## config.mk

```make
export PLATFORM = sky130hd
export DESIGN_NAME = fifo_buffer
export DESIGN_NICKNAME = d
export VERILOG_FILES = /design/src/rtl/fifo_buffer.sv
export SDC_FILE = /design/constraint.sdc
export NUM_CORES = 1
export LEC_CHECK = 0
export CAP_MARGIN = 15
export CORE_MARGIN = 3
export CORE_UTILIZATION = 55
export CTS_CLUSTER_SIZE = 24
export DETAILED_ROUTE_END_ITERATION = 8
export PLACE_DENSITY = 0.78
export SLEW_MARGIN = 20
export SYNTH_ARGS = -nofsm -noshare
export SYNTH_HDL_FRONTEND = slang
export SYNTH_SLANG_ARGS = --single-unit
export TNS_END_PERCENT = 50
```

## constraint.sdc

```tcl
create_clock -name clk -period 4.23 [get_ports clk]
set_input_delay 0.6345 -clock clk [delete_from_list [all_inputs] [get_ports clk]]
set_output_delay 0.6345 -clock clk [all_outputs]
set_load 0.03 [all_outputs]
```

## src/rtl/fifo_buffer.sv

```systemverilog
// Synchronous FIFO with registered read data, occupancy count, programmable
// almost-full/almost-empty thresholds and a sticky overflow/underflow flag.
module fifo_buffer #(
  parameter int DATA_WIDTH = 6,
  parameter int DEPTH      = 8,
  parameter int ADDR_WIDTH = 3
) (
  input  logic                  clk,
  input  logic                  reset,
  input  logic                  init,
  input  logic [ADDR_WIDTH:0]   umbral_alto,
  input  logic [ADDR_WIDTH:0]   umbral_bajo,
  input  logic                  push,
  input  logic [DATA_WIDTH-1:0] data_in,
  input  logic                  pop,
  output logic [DATA_WIDTH-1:0] data_out,
  output logic                  valid_out,
  output logic                  empty,
  output logic                  full,
  output logic                  almost_full,
  output logic                  almost_empty,
  output logic                  error,
  output logic [ADDR_WIDTH:0]   count
);

  localparam int CW = ADDR_WIDTH + 1;
  localparam logic [CW-1:0]         DEPTH_C   = CW'(DEPTH);
  localparam logic [CW-1:0]         ALTO_RST  = CW'(DEPTH - 1);
  localparam logic [CW-1:0]         BAJO_RST  = CW'(1);
  localparam logic [CW-1:0]         CNT_ONE   = CW'(1);
  localparam logic [ADDR_WIDTH-1:0] PTR_ONE   = ADDR_WIDTH'(1);

  logic [DATA_WIDTH-1:0] mem_r [DEPTH];
  logic [ADDR_WIDTH-1:0] wr_ptr_r;
  logic [ADDR_WIDTH-1:0] rd_ptr_r;
  logic [CW-1:0]         count_r;
  logic [CW-1:0]         alto_r;
  logic [CW-1:0]         bajo_r;
  logic [DATA_WIDTH-1:0] data_out_r;
  logic                  valid_out_r;
  logic                  error_r;
  logic                  wr_en_s;
  logic                  rd_en_s;

  // Accept decisions: a pop frees a slot, so a full FIFO still takes a push alongside it.
  always_comb begin
    rd_en_s = 1'b0;
    wr_en_s = 1'b0;
    if (pop && (count_r != '0)) begin
      rd_en_s = 1'b1;
    end else begin
      rd_en_s = 1'b0;
    end
    if (push && ((count_r != DEPTH_C) || rd_en_s)) begin
      wr_en_s = 1'b1;
    end else begin
      wr_en_s = 1'b0;
    end
  end

  // Storage array; contents are don't-care after reset so it carries no reset.
  always_ff @(posedge clk) begin
    if (wr_en_s) begin
      mem_r[wr_ptr_r] <= data_in;
    end
  end

  // Pointers, occupancy, read data, thresholds and sticky error.
  always_ff @(posedge clk) begin
    if (reset) begin
      wr_ptr_r    <= '0;
      rd_ptr_r    <= '0;
      count_r     <= '0;
      data_out_r  <= '0;
      valid_out_r <= 1'b0;
      error_r     <= 1'b0;
      alto_r      <= ALTO_RST;
      bajo_r      <= BAJO_RST;
    end else begin
      if (init) begin
        alto_r <= umbral_alto;
        bajo_r <= umbral_bajo;
      end
      if (wr_en_s) begin
        wr_ptr_r <= wr_ptr_r + PTR_ONE;
      end
      if (rd_en_s) begin
        data_out_r  <= mem_r[rd_ptr_r];
        rd_ptr_r    <= rd_ptr_r + PTR_ONE;
        valid_out_r <= 1'b1;
      end else begin
        valid_out_r <= 1'b0;
      end
      case ({wr_en_s, rd_en_s})
        2'b10:   count_r <= count_r + CNT_ONE;
        2'b01:   count_r <= count_r - CNT_ONE;
        default: count_r <= count_r;
      endcase
      if ((push && !wr_en_s) || (pop && !rd_en_s)) begin
        error_r <= 1'b1;
      end
    end
  end

  assign data_out     = data_out_r;
  assign valid_out    = valid_out_r;
  assign error        = error_r;
  assign count        = count_r;
  assign empty        = (count_r == '0);
  assign full         = (count_r == DEPTH_C);
  assign almost_full  = (count_r >= alto_r);
  assign almost_empty = (count_r <= bajo_r);

endmodule

```

==> flow_summary.json <==
{
  "start_kind": "register",
  "synth_cells": 229,
  "layout-drive-gt1-share_pct": 14.65,
  "timing.fmax_ghz": 0.3097,
  "skew_ps": 12.41,
  "synth_compound_area_share_pct": 7.932,
  "yosysWarnings": 0,
  "synth_edf_count": 48,
  "numPortBuffers": 34,
  "seqCellArea_um2": 1962,
  "cts_buffers": 9,
  "fp-row-count": 27,
  "rr_worst_depth": 8,
  "yosys.area_share.simple_pct": 7.970,
  "dp_cells": 329,
  "num-fill-cells": 397,
  "synth_seq_cells": 74,
  "holdPathStages": 2,
  "grt_overflow": 0,
  "start_util_pct": 57.73,
  "post_cts_buffers": 0,
  "grt_pass1_wl_um": 8887,
  "p_per_area_nw_per_um2": 612.9,
  "synth.cell_area_um2": 3218,
  "tightest_slew_ps": 855.1,
  "die_width_um": 82.49,
  "drt_iter0_markers": 105,
  "antenna_found_initial": 0,
  "ys_seq_area_share_pct": 60.96,
  "pin_count": 35,
  "viasPerCell": 5.426,
  "ys.flop_type": "edfxtp_1",
  "clock_path_buffers": 2,
  "remaining_drc_errors": 0,
  "syn_nets": 261,
  "worstSkewPairLatency_ps": 350,
  "first_global_vias": 1788,
  "die_area_um2": 6805,
  "synth_xor_area_share_pct": 1.905,
  "rsz0062_at_grt": "false",
  "tritoncts": "done",
  "clkSinkCount": 74,
  "synth_fa_ha_area_share_pct": 5.288,
  "finalHoldViolations": 0,
  "critPathMaxFanout": 8,
  "gp_congestion": 0.7541,
  "crit_type": "register to output pin",
  "placed_area_um2": 3632,
  "fin_crit_sh_pct": 76.33,
  "setup_tns_ps": 0,
  "ant_nets": 0,
  "die_y_um": 82.49,
  "area_delta_synth_final_pct": 19.28,
  "multiInputGateArea_um2": 1154,
  "route.vias.total": 1872,
  "vdd_drop_max_uv": 375.0,
  "finalNonFillerCells": 345,
  "post_cts_resized": 0,
  "yosysUniqueCellTypes": 40,
  "clockRootBuffer": "clkbuf_8",
  "outcome": "complete, no violations",
  "grt_start_max_net_pins": 19,
  "track_usage_pct": 18.72,
  "cts_max_level": 3,
  "diodes": 0,
  "routed_wl_um": 5791,
  "syn_area_per_cell_um2": 14.05,
  "firstDrtPassIters": 4,
  "drv_slew": 0,
  "core-area_um2": 5574,
  "period_needed_ps": 3229,
  "clkTransAtPathRegs_ps": 90,
  "synthArstFlopShare_pct": 0,
  "required_ps": 3600,
  "post-route-util_pct": 68.87,
  "cp-end-kind": "output pin",
  "hp-class": "register to register",
  "cap_violations": 0,
  "synth_top_family_by_area": "multiplexers",
  "layout.nets": 300,
  "synthMuxAreaShare_pct": 12.75,
  "p_leak_nw": 1.390,
  "fin_area_um2": 3839,
  "slew_headroom_pct": 42.92,
  "setup_viol": 0,
  "hpwlAfterDp_um": 3887,
  "cts-hold-fix-buffers": 0,
  "critPathArrivalTime_ps": 2590,
  "avgRoutedWirePerCell_um": 16.79
}
-- worst max-delay path, stage by stage, from the launching register on --
cell and delay, ps:
dfxtp_1 520, inv_1 170, ha_1 310, nand2b_1 140, a21o_1 180, a21o_1 170, a21o_1 160, clkdlybuf4s50_1 580
-- cells in the mapped netlist (2+ instances only) --
cell type / instances / area [µm²]
mux2i_1: 14 / 140.1
nor2_1: 21 / 78.83
o211ai_1: 4 / 30.03
o21a_1: 2 / 15.01
a21o_1: 3 / 22.52
a21oi_1: 9 / 45.04
buf_2: 4 / 20.02
o21ai_0: 9 / 45.04
inv_1: 11 / 41.29
xor2_1: 3 / 26.28
nand2_1: 10 / 37.54
nor3_1: 4 / 20.02
dfxtp_1: 26 / 520.5
ha_1: 12 / 150.1
mux4_2: 12 / 270.3
xnor2_1: 4 / 35.03
clkbuf_1: 5 / 18.77
nand4_1: 2 / 12.51
nand2b_1: 6 / 37.54
edfxtp_1: 48 / 1441
-- through the flow --
stage	hold slack, ps	power, mW	setup slack [ps]
final	486.8	2.353	1001
after global routing	522.3	2.487	857.6
after CTS	494.9	2.378	969.1
after detailed placement	472.9	1.805	1034
after global placement	454.5	1.786	1109
after floorplan	446.0	1.545	1425
-- registers in the layout, indices dropped and copies added (netlist names) --
| name | cells |
|---|---|
| bajo_r | 4 |
| mem_r | 48 |
| count | 4 |
| valid_out | 1 |
| rd_ptr_r | 3 |
| alto_r | 4 |
| wr_ptr_r | 3 |
| error | 1 |
| data_out | 6 |
-- where the power goes --
part	internal (mW)	leakage, nW	total, mW	switching [mW]
registers	0.853	0.650	0.980	0.127
clock network	0.282	0.0988	0.568	0.286
logic	0.392	0.641	0.805	0.413
-- layout by cell type, fill, tap and decap left out, types with 4 or more instances in the layout --
master           Yosys  routed
a21oi_1              9       9
nand2b_1             6       6
ha_1                12      12
inv_1               11      11
xnor2_1              4       4
buf_4                1       6
edfxtp_1            48      48
mux2i_1             14      14
dfxtp_1             26      26
nand2_1             10      10
o211ai_1             4       4
o21ai_0              9       9
clkbuf_8             0       9
nor2_1              21      21
mux4_2              12      12
clkdlybuf4s50_1      0      34
nor3_1               4       4
-- cell families after synthesis --
family,after synthesis
AOI/OAI and AO/OA,34
DFF,74
adders and majority gates,13
and+or+nand+nor,52
xor gates and xnor gates,7
buffers and inverters,23
muxes,26
-- metal layers --
layer / vias up / GRT usage, % / part of all wire (%)
li1: 931 / - / -
met1: 878 / 22.54 / 43
met2: 56 / 30.53 / 49
met3: 7 / 5.748 / 5.6
met4: 0 / 9.314 / 1.6
met5: - / 0 / 0
-- layout make-up --
class,count,area share [%]
Sequential cell,74,51.11
Multi-Input combinational cell,132,30.05
Timing Repair Buffer,40,10.04
Clock buffer,9,3.227
Tap cell,72,2.347
Clock inverter,7,2.151
Inverter,11,1.076
-- final timing paths --
path                 endpoint  startpoint  slack [ps]
setup reg to reg     count[3]    count[3]        1470
setup / recovery  almost_full    count[0]        1000
hold reg to reg     alto_r[0]   alto_r[0]         490
hold / removal      alto_r[0]   alto_r[0]         490
(Power assumes the default switching activity.)
